<file path="src/rtl/lcd_pkg.sv">
// Shared constants and state encoding for the LCD clock text formatter.
package lcd_pkg;

  localparam logic [7:0] LCD_FUNC_SET = 8'h38;
  localparam logic [7:0] LCD_DISP_ON  = 8'h0C;
  localparam logic [7:0] LCD_ENTRY    = 8'h06;
  localparam logic [7:0] LCD_CLEAR    = 8'h01;

  localparam logic [7:0] ASCII_ZERO   = 8'h30;
  localparam logic [7:0] ASCII_COLON  = 8'h3A;
  localparam logic [7:0] ASCII_SPACE  = 8'h20;
  localparam logic [7:0] ASCII_QMARK  = 8'h3F;

  typedef enum logic [2:0] {
    PWR_WAIT,
    INIT,
    CLR_WAIT,
    IDLE,
    ADDR,
    TEXT
  } lcd_state_e;

endpackage

</file>
<file path="src/rtl/bcd_digit_ascii.sv">
// One BCD nibble to its ASCII digit; nibbles above 9 render as '?'.
module bcd_digit_ascii
  import lcd_pkg::*;
(
  input  logic [3:0] bcd,
  output logic [7:0] ascii
);

  always_comb begin
    ascii = ASCII_QMARK;
    if (bcd <= 4'd9) ascii = ASCII_ZERO + {4'd0, bcd};
  end

endmodule

</file>
<file path="src/rtl/lcd_clock_formatter.sv">
// HD44780 init sequencer plus "HH:MM:SS" line-1 text streamer over valid/ready.
// Optional build macro LCD_BLINK_COLON_EN: colons become spaces on odd seconds.
module lcd_clock_formatter
  import lcd_pkg::*;
#(
  parameter int          INIT_WAIT_CYCLES  = 600000,
  parameter int          CLEAR_WAIT_CYCLES = 40000,
  parameter logic [7:0]  LINE1_ADDR        = 8'h80
) (
  input  logic       clk,
  input  logic       rst,
  input  logic       time_valid,
  input  logic [7:0] hh_bcd,
  input  logic [7:0] mm_bcd,
  input  logic [7:0] ss_bcd,
  output logic       out_valid,
  input  logic       out_ready,
  output logic       out_rs,
  output logic [7:0] out_data,
  output logic       busy
);

  // Handshake: a byte moves when out_valid && out_ready at posedge clk; while
  // stalled, out_rs/out_data hold, and out_valid only drops after a transfer
  // or on reset. Outputs decode from registered state, so they never glitch.

  localparam int WAIT_MAX = (INIT_WAIT_CYCLES > CLEAR_WAIT_CYCLES) ?
                            INIT_WAIT_CYCLES : CLEAR_WAIT_CYCLES;
  localparam int CNT_W    = (WAIT_MAX > 1) ? $clog2(WAIT_MAX) : 1;
  localparam logic [CNT_W-1:0] INIT_LAST  = CNT_W'(INIT_WAIT_CYCLES - 1);
  localparam logic [CNT_W-1:0] CLEAR_LAST = CNT_W'(CLEAR_WAIT_CYCLES - 1);

  lcd_state_e       state_q, state_d;
  logic [CNT_W-1:0] wait_q, wait_d;
  logic [2:0]       idx_q, idx_d;
  logic [7:0]       work_hh_q, work_hh_d, work_mm_q, work_mm_d, work_ss_q, work_ss_d;
  logic [7:0]       pend_hh_q, pend_hh_d, pend_mm_q, pend_mm_d, pend_ss_q, pend_ss_d;
  logic             pend_q, pend_d;

  logic       xfer;
  logic [3:0] nibble;
  logic [7:0] digit_ascii;
  logic [7:0] colon_char;
  logic [7:0] text_char;

  assign xfer = out_valid && out_ready;
  assign busy = (state_q != IDLE);

  always_comb begin
    nibble = 4'h0;
    case (idx_q)
      3'd0:    nibble = work_hh_q[7:4];
      3'd1:    nibble = work_hh_q[3:0];
      3'd3:    nibble = work_mm_q[7:4];
      3'd4:    nibble = work_mm_q[3:0];
      3'd6:    nibble = work_ss_q[7:4];
      3'd7:    nibble = work_ss_q[3:0];
      default: nibble = 4'h0;
    endcase
  end

  bcd_digit_ascii u_digit (
    .bcd   (nibble),
    .ascii (digit_ascii)
  );

`ifdef LCD_BLINK_COLON_EN
  assign colon_char = work_ss_q[0] ? ASCII_SPACE : ASCII_COLON;
`else
  assign colon_char = ASCII_COLON;
`endif

  assign text_char = (idx_q == 3'd2 || idx_q == 3'd5) ? colon_char : digit_ascii;

  always_comb begin
    out_valid = 1'b0;
    out_rs    = 1'b0;
    out_data  = 8'h00;
    case (state_q)
      INIT: begin
        out_valid = 1'b1;
        case (idx_q[1:0])
          2'd0:    out_data = LCD_FUNC_SET;
          2'd1:    out_data = LCD_DISP_ON;
          2'd2:    out_data = LCD_ENTRY;
          default: out_data = LCD_CLEAR;
        endcase
      end
      ADDR: begin
        out_valid = 1'b1;
        out_data  = LINE1_ADDR;
      end
      TEXT: begin
        out_valid = 1'b1;
        out_rs    = 1'b1;
        out_data  = text_char;
      end
      default: ;
    endcase
  end

  always_comb begin
    state_d   = state_q;
    wait_d    = wait_q;
    idx_d     = idx_q;
    work_hh_d = work_hh_q;
    work_mm_d = work_mm_q;
    work_ss_d = work_ss_q;
    pend_hh_d = pend_hh_q;
    pend_mm_d = pend_mm_q;
    pend_ss_d = pend_ss_q;
    pend_d    = pend_q;
    case (state_q)
      PWR_WAIT: begin
        if (wait_q == INIT_LAST) begin
          state_d = INIT;
          wait_d  = '0;
          idx_d   = 3'd0;
        end else begin
          wait_d = wait_q + CNT_W'(1);
        end
      end
      INIT: begin
        if (xfer) begin
          if (idx_q[1:0] == 2'd3) begin
            state_d = CLR_WAIT;
            wait_d  = '0;
            idx_d   = 3'd0;
          end else begin
            idx_d = idx_q + 3'd1;
          end
        end
      end
      CLR_WAIT: begin
        if (wait_q == CLEAR_LAST) begin
          wait_d = '0;
          if (pend_q) begin
            state_d   = ADDR;
            work_hh_d = pend_hh_q;
            work_mm_d = pend_mm_q;
            work_ss_d = pend_ss_q;
            pend_d    = 1'b0;
          end else begin
            state_d = IDLE;
          end
        end else begin
          wait_d = wait_q + CNT_W'(1);
        end
      end
      IDLE: begin
        if (time_valid) begin
          state_d   = ADDR;
          work_hh_d = hh_bcd;
          work_mm_d = mm_bcd;
          work_ss_d = ss_bcd;
        end
      end
      ADDR: begin
        if (xfer) begin
          state_d = TEXT;
          idx_d   = 3'd0;
        end
      end
      TEXT: begin
        if (xfer) begin
          if (idx_q == 3'd7) begin
            idx_d = 3'd0;
            if (pend_q) begin
              state_d   = ADDR;
              work_hh_d = pend_hh_q;
              work_mm_d = pend_mm_q;
              work_ss_d = pend_ss_q;
              pend_d    = 1'b0;
            end else begin
              state_d = IDLE;
            end
          end else begin
            idx_d = idx_q + 3'd1;
          end
        end
      end
      default: state_d = PWR_WAIT;
    endcase
    // Applied after the FSM so a strobe coinciding with a pending handoff
    // is kept for the following refresh.
    if (time_valid && state_q != IDLE) begin
      pend_hh_d = hh_bcd;
      pend_mm_d = mm_bcd;
      pend_ss_d = ss_bcd;
      pend_d    = 1'b1;
    end
  end

  always_ff @(posedge clk) begin
    if (!rst) begin
      state_q   <= PWR_WAIT;
      wait_q    <= '0;
      idx_q     <= 3'd0;
      work_hh_q <= 8'h00;
      work_mm_q <= 8'h00;
      work_ss_q <= 8'h00;
      pend_hh_q <= 8'h00;
      pend_mm_q <= 8'h00;
      pend_ss_q <= 8'h00;
      pend_q    <= 1'b0;
    end else begin
      state_q   <= state_d;
      wait_q    <= wait_d;
      idx_q     <= idx_d;
      work_hh_q <= work_hh_d;
      work_mm_q <= work_mm_d;
      work_ss_q <= work_ss_d;
      pend_hh_q <= pend_hh_d;
      pend_mm_q <= pend_mm_d;
      pend_ss_q <= pend_ss_d;
      pend_q    <= pend_d;
    end
  end

endmodule

</file>
<file path="config.mk">
export PLATFORM = sky130hd
export DESIGN_NAME = lcd_clock_formatter
export DESIGN_NICKNAME = d
export VERILOG_FILES = /design/src/rtl/lcd_pkg.sv /design/src/rtl/bcd_digit_ascii.sv /design/src/rtl/lcd_clock_formatter.sv
export SDC_FILE = /design/constraint.sdc
export NUM_CORES = 1
export LEC_CHECK = 0
export CAP_MARGIN = 20
export CORE_MARGIN = 10
export CORE_UTILIZATION = 57
export DETAILED_ROUTE_END_ITERATION = 8
export PLACE_DENSITY = 0.79
export REMOVE_ABC_BUFFERS = 1
export SYNTH_ARGS = -nofsm -noshare
export SYNTH_HDL_FRONTEND = slang
export SYNTH_HIERARCHICAL = 1
export SYNTH_SLANG_ARGS = --single-unit
</file>
<file path="constraint.sdc">
create_clock -name clk -period 6.7 [get_ports clk]
set_input_delay 1.005 -clock clk [delete_from_list [all_inputs] [get_ports clk]]
set_output_delay 1.005 -clock clk [all_outputs]
set_load 0.02 [all_outputs]
</file>
==> out/results.ini, run 1 <==
[outcome]
outcome=complete, no violations

[floorplan]
ios=39
die_area_sq_mm=0.0110
row_count=30
fp.dieH_um=105
die_w_um=105
start_util_pct=59.7
core_area_sq_mm=0.00691

[cells_and_area]
fin_util_pct=67.6
n_antenna_cell=0
multi_input_area_sq_mm=0.00240
final_nets=552
stdcell_count=615
final_cell_mix=nand2_1 (116), dfxtp_1 (75), clkdlybuf4s50_1 (36)
regArea_sq_mm=0.00150
n_fill_cell=605
areaGrowthSynthToFinish_pct=13.3
layout_commonest_cell=nand2_1
drive_gt1_share_pct=9.83

[global_routing]
grt_pass1_wl_mm=14.7
track_usage_pct=15.4
first_global_vias=3189
grt_max_degree=82
antenna_found_initial=0
overflow=0

[clocking]
cts_resized=0
cts_hold_buf=0
clkSinkCount=75
h-tree-depth=3
cts_root_buf=clkbuf_8
clockBufferDepth=2
cts_setup_buffers=0
clk_pin_slew_worst_paths_ns=0.08
cts_tree=done
insertion_delay_ns=0.35
numCtsBuffers=9

[worst_setup_path]
worstSetupStartpointType=flip-flop
path_class=reg2out
crit_required_ns=5.69
critPathMaxFanout=7
cp-end-kind=output pin
crit_arrival_ns=3.03

[route]
drtAntennaViolNets=0
drt-met1-wl_mm=4.31
via_per_inst=5.51
via_count=3388
wl_met3_um=387
first_pass_iters=4
totalWireLength_mm=8.49
wl_met2_mm=3.67
drc=0
drt_iter0_markers=178
avgRoutedWirePerCell_um=13.8
maxUsedRoutingLayer=met4

[yosys]
ys_warn_count=6
synth-async-reset-ratio_pct=0
synth_seq_cells=75
syn_area_sq_mm=0.00412
synth-edff-count=0
syn_avg_cell_area_sq_um=8.31
syn_inst=496
ys.flop_type=dfxtp_1
seq_area_frac_synth_pct=36.4
ys_types=53

[power]
leakage_nw=1.92
power_w=0.000876
ir_drop_v=0.000131
cellPowerDensity_mw_per_mm2=188

[sta]
fmax_mhz=248
period_needed_ns=4.03
slew_viol_final=0
period_share_pct=60.2
fin_setup_tns_ns=0
rsz0062_at_grt=false
worstMarginPinSlew_ns=1.01
fin_skew_ns=0.0156
hold_viol_final=0
relSlewSlack_pct=30.8
setup_viol=0

[placement]
dp_hpwl_mm=5.88
dp_cells=599
place_congestion=0.863
portBuffers=37

[hold_path]
min_path_type=reg2reg

[flow_run]
cap_violations=0

## per-layer routing
metal / up-vias / global-route usage [%]
li1: 1733 / -
met2: 79 / 23.0
met3: 11 / 3.38
met1: 1565 / 21.2
met5: - / 0
met4: 0 / 5.49
## sequential cells by signal, indices dropped and copies added, names as in the netlist, 3 cells and up
register and count:
idx_q 3, pend_hh_q 8, pend_mm_q 8, pend_ss_q 8, state_q 3, wait_q 20
work_hh_q 8, work_mm_q 8, work_ss_q 8
## critical path: stages (launching register included)
cell,delay (ns)
dfxtp_1,0.45
ha_1,0.33
ha_1,0.36
a222oi_1,0.14
a21oi_1,0.23
a21o_1,0.15
inv_1,0.03
a311oi_1,0.32
clkdlybuf4s50_1,0.67
## Yosys cell counts (4+ instances only)
cell	instances	area share (%)
o21ai_0	9	1.1
clkbuf_1	28	2.5
a22oi_1	4	0.73
nor2_1	31	2.8
ha_1	9	2.7
nand4_1	7	1.1
nand2b_1	5	0.76
mux2_2	26	7.1
buf_4	4	0.73
xnor2_1	5	1.1
nand3_1	14	1.7
nor3_1	9	1.1
xor2_1	16	3.4
mux2i_1	30	7.3
nor2b_1	4	0.61
a21boi_0	25	4.6
a221oi_1	4	0.85
dfxtp_1	75	36
a21oi_1	11	1.3
nand2_1	116	11
inv_1	9	0.82
and3_1	5	0.76
## layout make-up
class	count	share of cell area [%]
sequential	75	32.1
clock inverter	3	1.02
inverter	9	0.723
timing repair buffer	44	8.89
tap	96	2.57
multi-input combinational	376	51.3
clock buffer	12	3.32
## power breakdown
group	switching, W	internal [W]
Clock	0.000164	0.000192
Sequential	0.00000638	0.000456
Combinational	0.0000275	0.0000307
## final timing paths
kind / from / to / slack, ns / depth (start not counted)
max reg2reg: wait_q[6] / work_mm_q[7] / 4.19 / 6
max: idx_q[1] / out_data[1] / 2.67 / 8
min reg2reg: work_ss_q[1] / work_ss_q[1] / 0.46 / 2
min: work_ss_q[1] / work_ss_q[1] / 0.46 / 2
## per-stage QoR
step / setup slack, ns / hold slack [ns] / instance area (sq um)
2_1_floorplan: 3.68 / 0.434 / 3930
3_3_place_gp: 3.22 / 0.447 / 4460
3_5_place_dp: 3.06 / 0.456 / 4460
4_1_cts: 2.68 / 0.467 / 4670
5_1_grt: 2.45 / 0.486 / 4670
6_report: 2.67 / 0.464 / 4670
## cell families (layout without fill, tap and decap cells)
family	count (synthesis)	count (layout)	synth area share, %
AND/OR/NAND/NOR	209	209	22.8
AO/OA/AOI/OAI	77	77	13.3
flip-flops	75	75	36.4
multiplexers	56	56	14.4
buffers and inverters	47	68	5.79
XOR/XNOR	21	21	4.46
adder cells (fa/ha/maj)	9	9	2.73
other	2	4	0.182
(Power assumes the default switching activity.)
==> run 2, diff against run 1 <==
- clock period: 6.7 -> 4 ns (I/O delays scaled with it)
==> run 2 against run 1 <==
  * Setup slack got worse by 2.4 ns
  * Register-to-register slack worse by 3.1 ns
  * Cell count increased by 0.49%
==> out/results.ini, run 2 (synthesized netlist as in run 1, its figures left out) <==
[cells_and_area]
areaGrowthSynthToFinish_pct=14.0
drive_gt1_share_pct=10.3
final_cell_mix=nand2_1 (116), dfxtp_1 (75), clkdlybuf4s50_1 (36)
largest_reg_flops=20
largest_register=wait_q
layout_commonest_cell=nand2_1
n_antenna_cell=0
final_nets=554

[power]
p_seq_share_pct=51.0
p_clk_share_pct=42.4
cellPowerDensity_mw_per_mm2=322
comb_power_share_pct=6.6
switchingPower_w=0.000349
power_w=0.00152
ir_drop_v=0.000192
p_int_w=0.00117
switching_share_pct=23.0
leakage_nw=1.93

[worst_setup_path]
cp-end-kind=output pin
reg2reg_from=state_q[2]
reg2reg_depth=5
worstSetupStartpointType=flip-flop
crit_path_start=idx_q[1]
critPathMaxFanout=7
crit_path_end=out_data[1]
reg2reg_slack_ns=1.07
r2r-end=work_ss_q[5]
path_class=reg2out
crit_required_ns=3.40
crit_arrival_ns=3.09

[route]
drc=0
drt_iter0_markers=243
via_count=3404
first_pass_iters=5
drtAntennaViolNets=0
avgRoutedWirePerCell_um=14.6
totalWireLength_mm=9.01
via_per_inst=5.51

[clocking]
h-tree-depth=3
cts_root_buf=clkbuf_8
insertion_delay_ns=0.36
cts_hold_buf=0
clk_pin_slew_worst_paths_ns=0.08
clkSinkCount=75
clockBufferDepth=2
cts_tree=done
cts_resized=0
numCtsBuffers=9
cts_setup_buffers=0

[flow_run]
cap_violations=0

[sta]
worstMarginPinSlew_ns=1.00
fin_skew_ns=0.0115
hold_viol_final=0
period_needed_ns=3.69
slew_viol_final=0
fin_setup_tns_ns=0
fmax_mhz=271
relSlewSlack_pct=31.5
rsz0062_at_grt=false
period_share_pct=92.3
setup_viol=0

[global_routing]
track_usage_pct=16.2
first_global_vias=3258
overflow=0
grt_max_degree=48
grt_pass1_wl_mm=15.4
antenna_found_initial=0

[hold_path]
min_path_type=reg2reg

[placement]
dp_hpwl_mm=6.24
place_congestion=0.890
portBuffers=37

[floorplan]
die_area_sq_mm=0.0110
core_area_sq_mm=0.00691
fp.dieH_um=105
row_count=30
die_w_um=105
start_util_pct=59.7
ios=39

[outcome]
outcome=complete, no violations

-- run 2: worst min-delay path by stage --
| stage | startpoint | endpoint | slack (ns) | cells after the start |
|---|---|---|---|---|
| floorplan | work_ss_q[4] | work_ss_q[4] | 0.43 | 2 |
| global placement | pend_mm_q[0] | pend_mm_q[0] | 0.45 | 2 |
| detailed placement | work_mm_q[0] | work_mm_q[0] | 0.46 | 2 |
| CTS | pend_hh_q[0] | pend_hh_q[0] | 0.47 | 2 |
| global route | pend_ss_q[4] | pend_ss_q[4] | 0.49 | 2 |
| finish | pend_hh_q[4] | pend_hh_q[4] | 0.46 | 2 |
-- run 2: worst max-delay path: stages, from the launching register on --
cell	delay (ns)
dfxtp_1	0.45
ha_1	0.33
ha_1	0.38
a222oi_1	0.16
a21oi_1	0.24
a21o_1	0.15
inv_1	0.03
a311oi_1	0.32
clkdlybuf4s50_1	0.67
-- run 2: stage by stage --
step	util, %	hold slack (ns)	area [sq um]	worst slack, ns	cells
global route	68.1	0.495	4700	0.0700	618
floorplan	-	0.434	3930	1.09	460
global placement	64.9	0.445	4480	0.911	602
detailed placement	64.9	0.455	4480	0.746	602
CTS	68.1	0.467	4700	0.364	618
finish	68.1	0.465	4700	0.310	618
-- run 2: metal layers --
layer  track usage (%)  vias up  share of wire (%)
met4              5.98        0                1.5
met1              21.8     1570                 50
met3              3.26       12                4.6
li1                  -     1740                  -
met2              24.7       82                 44
met5                 0        -                  0
-- run 2: power groups by stage --
| stage | registers (W) | logic (W) | clock network (W) |
|---|---|---|---|
| after floorplan | 0.000789 | 0.0000470 | 0 |
| after global placement | 0.000790 | 0.0000970 | 0 |
| after detailed placement | 0.000792 | 0.0000997 | 0 |
| after CTS | 0.000774 | 0.000101 | 0.000649 |
| after global routing | 0.000777 | 0.000112 | 0.000684 |
| final | 0.000774 | 0.0000998 | 0.000643 |
-- run 2: layout make-up --
class / instances / area (sq um)
fillers: 579 / 2200
repair buffers: 46 / 433
well taps: 96 / 120
multi-input cells: 376 / 2400
inverters: 9 / 33.8
clock inverters: 6 / 90.1
flip-flops and latches: 75 / 1500
clock buffers: 10 / 128
